$ cat src/rtl/pc_sequencer.sv
// Program-counter sequencer: arm on start, run from START_PC to END_PC with stall/jump/halt control.
// Relative jumps are only honoured when PC_SEQ_REL_JUMP_EN is defined; otherwise rel_jump/offset are ignored.
//
// state | meaning
// IDLE  | after reset, waiting for start
// ARMED | prog_ct loaded with START_PC, waiting for start to fall
// RUN   | counter advancing, cycle_ct counting
// DONE  | run finished (END_PC or halt), values held until next start
module pc_sequencer #(
    parameter int PC_W     = 10,
    parameter int START_PC = 0,
    parameter int END_PC   = 10,
    parameter int OFF_W    = 6,
    parameter int CYC_W    = 16
) (
    input  logic             clk,
    input  logic             reset,
    input  logic             start,
    input  logic             halt,
    input  logic             stall,
    input  logic             abs_jump,
    input  logic [PC_W-1:0]  target,
    input  logic             rel_jump,
    input  logic [OFF_W-1:0] offset,
    output logic [PC_W-1:0]  prog_ct,
    output logic             running,
    output logic             done,
    output logic [CYC_W-1:0] cycle_ct
);

    typedef enum logic [1:0] {IDLE, ARMED, RUN, DONE} state_t;

    localparam logic [PC_W-1:0] START_V = PC_W'(START_PC);
    localparam logic [PC_W-1:0] END_V   = PC_W'(END_PC);

    state_t           state, state_nxt;
    logic [PC_W-1:0]  pc_nxt;
    logic [CYC_W-1:0] cyc_nxt;
    logic             rel_go;
    logic [PC_W-1:0]  rel_delta;

`ifdef PC_SEQ_REL_JUMP_EN
    // sign-extend past PC_W so the add below wraps modulo 2^PC_W for any OFF_W
    logic [PC_W+OFF_W-1:0] off_ext;
    assign off_ext   = {{PC_W{offset[OFF_W-1]}}, offset};
    assign rel_go    = rel_jump;
    assign rel_delta = off_ext[PC_W-1:0];
`else
    wire unused_rel = &{1'b0, rel_jump, offset};
    assign rel_go    = 1'b0;
    assign rel_delta = '0;
`endif

    always_ff @(posedge clk or negedge reset) begin
        if (!reset) begin
            state    <= IDLE;
            prog_ct  <= '0;
            cycle_ct <= '0;
            running  <= 1'b0;
            done     <= 1'b0;
        end else begin
            state    <= state_nxt;
            prog_ct  <= pc_nxt;
            cycle_ct <= cyc_nxt;
            running  <= (state_nxt == RUN);
            done     <= (state_nxt == DONE);
        end
    end

    always_comb begin
        state_nxt = state;
        pc_nxt    = prog_ct;
        cyc_nxt   = cycle_ct;
        case (state)
            IDLE, DONE: begin
                if (start) begin
                    state_nxt = ARMED;
                    pc_nxt    = START_V;
                    cyc_nxt   = '0;
                end
            end
            ARMED: begin
                if (!start) state_nxt = RUN;
            end
            RUN: begin
                if (cycle_ct != '1) cyc_nxt = cycle_ct + CYC_W'(1);
                if (halt) begin
                    state_nxt = DONE;
                end else if (stall) begin
                    pc_nxt = prog_ct;
                end else if (prog_ct == END_V) begin
                    state_nxt = DONE;
                end else if (abs_jump) begin
                    pc_nxt = target;
                end else if (rel_go) begin
                    pc_nxt = prog_ct + rel_delta;
                end else begin
                    pc_nxt = prog_ct + PC_W'(1);
                end
            end
            default: state_nxt = IDLE;
        endcase
    end

endmodule
$ cat config.mk
export PLATFORM = sky130hd
export DESIGN_NAME = pc_sequencer
export DESIGN_NICKNAME = d
export VERILOG_FILES = /design/src/rtl/pc_sequencer.sv
export SDC_FILE = /design/constraint.sdc
export NUM_CORES = 1
export LEC_CHECK = 0
export CAP_MARGIN = 40
export CORE_ASPECT_RATIO = 1.25
export CORE_MARGIN = 1.5
export CORE_UTILIZATION = 35
export DETAILED_ROUTE_END_ITERATION = 10
export PLACE_DENSITY = 0.61
export SYNTH_ARGS = -nofsm -noshare
export SYNTH_HDL_FRONTEND = slang
export SYNTH_SLANG_ARGS = --single-unit
$ cat constraint.sdc
create_clock -name clk -period 2.85 [get_ports clk]
set_input_delay 0.57 -clock clk [delete_from_list [all_inputs] [get_ports clk]]
set_output_delay 0.57 -clock clk [all_outputs]
set_load 0.02 [all_outputs]
==> reports/results.ini <==
[outcome]
status=finished clean

[setup_path]
ff2ff_setup_slack_ps=750
crit_type=reg2reg
path_max_fanout=8
start_kind=flip-flop
cp_slowest_cell=ha_1
slowest_delay_ps=400
r2r_cells=7
regToRegEndpoint=cycle_ct[15]
arrival_ps=2320
worstPathRequired_ps=3070
rr_startpoint=state[0]
critPathLaunch=state[0]
endpoint=cycle_ct[15]
path_cells=inv_1 > ha_1 > mux2i_2 > nor4_4 > o21ai_2 > or4_1 > nand2_1
endpoint_kind=flip-flop

[timing]
max_freq_ghz=0.476
slew_violations=0
fin_setup_tns_ps=0
period_needed_ps=2100
relSlewSlack=0.674
finalSetupViolCount=0
finalCritPeriodShare=0.738
rsz0062_at_grt=no
hold_slack_ps=568
hold_viol_final=0
fin_skew_ps=7.80
worst_slew_pin_slew_ps=485

[flow_run]
drv_cap=0

[power]
leakage_nw=1.01
irDropWorstVdd_mv=0.280
power_density_nw_per_um2=623
finalPower_mw=1.52

[route]
routedWlPerCell_um=14.6
drt_first_pass_iters=4
dr_total_vias=1730
drc=0
drt-total-wl_um=4550
drt_iter0_markers=84
avgViaCountPerCell=5.54
ant_nets=0

[clocking]
cts_tree=built
path_clk_slew_ps=70
clk-insertion-delay-late_ps=280
ctsResizeCount=0
cts_buffer_depth=2
h-tree-depth=2
cts_buffers=5
clkSinkCount=30
root_buffer=clkbuf_8
holdBufCountCts=0
post_cts_buffers=0

[synth]
syn_nets=230
synth_compound_area_frac=0.212
muxShareOfSynthArea=0.0308
synth_cell_types=45
synthXorXnorAreaFrac=0.0336
ys_ff_latch=30
syn_area_per_cell_um2=9.04
netlist_area_um2=1830
yosysWarnings=0
synth_top_family_by_area=simple AND/OR/NAND/NOR gates
netlist_instances=202
yosys.area_share.simple=0.243
yosys.area_share.adder=0.0342
ys_seq_area_frac=0.411

[die]
initial_utilization=0.362
num_rows=29
ioPinCount=51
dieArea_um2=5660
fp.coreArea_um2=5040
chipHeight_um=83.8
die_width_um=67.6

[place]
port_buffers=43
hpwl_um=3320
placed_cell_area_um2=2330
dp_cells=304
globalplace.congestion=0.818

[min_path]
hp-class=reg2reg

[final_layout]
layout-drive-gt1-share=0.0880
num_antenna_cells=0
design_area_um2=2440
nNetsFinal=277
fillers=509
syn_to_final_growth_pct=33.6
final_cells=312

[grt]
grtUsageTotal=0.175
overflow=0
grt_pass1_vias=1678
grt_max_degree=31
antenna_found_initial=0
grt_pass1_wl_um=7760

[how the worst min path moves through the flow]
stage | start | to | cells past startpoint
after floorplan | reset | cycle_ct[0] | 0
after global placement | cycle_ct[8] | cycle_ct[8] | 2
final | cycle_ct[1] | cycle_ct[1] | 2
after CTS | cycle_ct[14] | cycle_ct[14] | 2
after global routing | cycle_ct[1] | cycle_ct[1] | 2
after detailed placement | cycle_ct[1] | cycle_ct[1] | 2
[report_power, final]
group	internal, mW	switching, mW
Sequential	0.472	0.0499
Combinational	0.231	0.359
Clock	0.244	0.165
[placed cells by master, fill, tap and decap left out, types with 4 or more instances in the layout]
| cell type | n |
|---|---|
| a21oi_1 | 16 |
| nand2_1 | 17 |
| xor2_1 | 4 |
| nor2_1 | 18 |
| o21ai_0 | 27 |
| and3_1 | 6 |
| nand4_1 | 4 |
| clkdlybuf4s50_1 | 43 |
| inv_1 | 6 |
| and4_1 | 4 |
| ha_1 | 5 |
| o2111ai_1 | 4 |
| dfrtp_1 | 30 |
| nand3_1 | 6 |
| buf_4 | 5 |
| clkbuf_8 | 8 |
[state kept, by name (all words and copies together), names as in the netlist]
signal,cells
done,1
running,1
prog_ct,10
state,2
cycle_ct,16
[Yosys cell counts]
| library cell | n | area, um2 |
|---|---|---|
| inv_1 | 6 | 22.5 |
| or3_4 | 1 | 11.3 |
| nor2_1 | 18 | 67.6 |
| dfrtp_1 | 30 | 751 |
| a31oi_1 | 2 | 12.5 |
| xnor2_1 | 3 | 26.3 |
| a41oi_1 | 1 | 8.76 |
| o31ai_1 | 2 | 15.0 |
| nor4b_1 | 2 | 17.5 |
| nand3_1 | 6 | 30.0 |
| mux2i_1 | 2 | 20.0 |
| and3_1 | 6 | 37.5 |
| mux2i_2 | 1 | 13.8 |
| nand4_1 | 4 | 25.0 |
| nor4_4 | 1 | 21.3 |
| a22oi_1 | 2 | 15.0 |
| a32oi_1 | 1 | 8.76 |
| and3b_1 | 1 | 8.76 |
| mux2_2 | 2 | 22.5 |
| nand2_1 | 17 | 63.8 |
| o221ai_1 | 1 | 8.76 |
| nor3b_1 | 1 | 7.51 |
| and2_1 | 3 | 18.8 |
| nand2b_1 | 3 | 18.8 |
| buf_1 | 1 | 3.75 |
| nor4_1 | 2 | 12.5 |
| o2111ai_1 | 4 | 35.0 |
| o31a_1 | 1 | 8.76 |
| a21oi_1 | 16 | 80.1 |
| clkbuf_1 | 3 | 11.3 |
| buf_2 | 3 | 15.0 |
| nor3_1 | 3 | 15.0 |
| nand3b_1 | 1 | 7.51 |
| ha_1 | 5 | 62.6 |
| a311oi_1 | 1 | 8.76 |
| or4_1 | 2 | 15.0 |
| o21ai_2 | 1 | 8.76 |
| xor2_1 | 4 | 35.0 |
| nand4_2 | 2 | 25.0 |
| o21ai_0 | 27 | 135 |
| o21ai_4 | 1 | 16.3 |
| nor2b_1 | 1 | 6.26 |
| buf_6 | 1 | 11.3 |
| and4_1 | 4 | 35.0 |
| a22o_1 | 3 | 26.3 |
[logic make-up after synthesis]
logic type      after synthesis
xor+xnor                      7
compound gates               63
mux                           5
flops                        30
fa+ha+maj                     5
simple gates                 78
buf+inv                      14
[area by class of cell]
class                      instances  area, um2  share of cell area
multi-input combinational        158       1010               0.415
sequential                        30        751               0.308
timing repair buffer              48        468               0.192
clock buffer                       8        110              0.0451
tap                               62       77.6              0.0318
inverter                           6       22.5             0.00923
[per-layer routing]
metal  global-route usage  share of wire
met1                0.217           0.44
met2                0.284           0.49
met3               0.0432          0.048
met4               0.0705          0.024
met5                    0              0
[stage by stage]
step / setup slack [ps] / util
detailed placement: 475 / 0.462
global placement: 478 / 0.462
CTS: 736 / 0.484
finish: 748 / 0.484
global route: 563 / 0.484
floorplan: 894 / -
[worst max-delay path, delay by kind of cell (launching register included)]
kind	cells	cell delay [ps]
buffers and inverters	1	70
AND/OR/NAND/NOR	3	850
multiplexers	1	260
AO/OA/AOI/OAI	1	120
flip-flops	1	360
adder cells (fa/ha/maj)	1	400
Power figures use the tool's default switching activity.
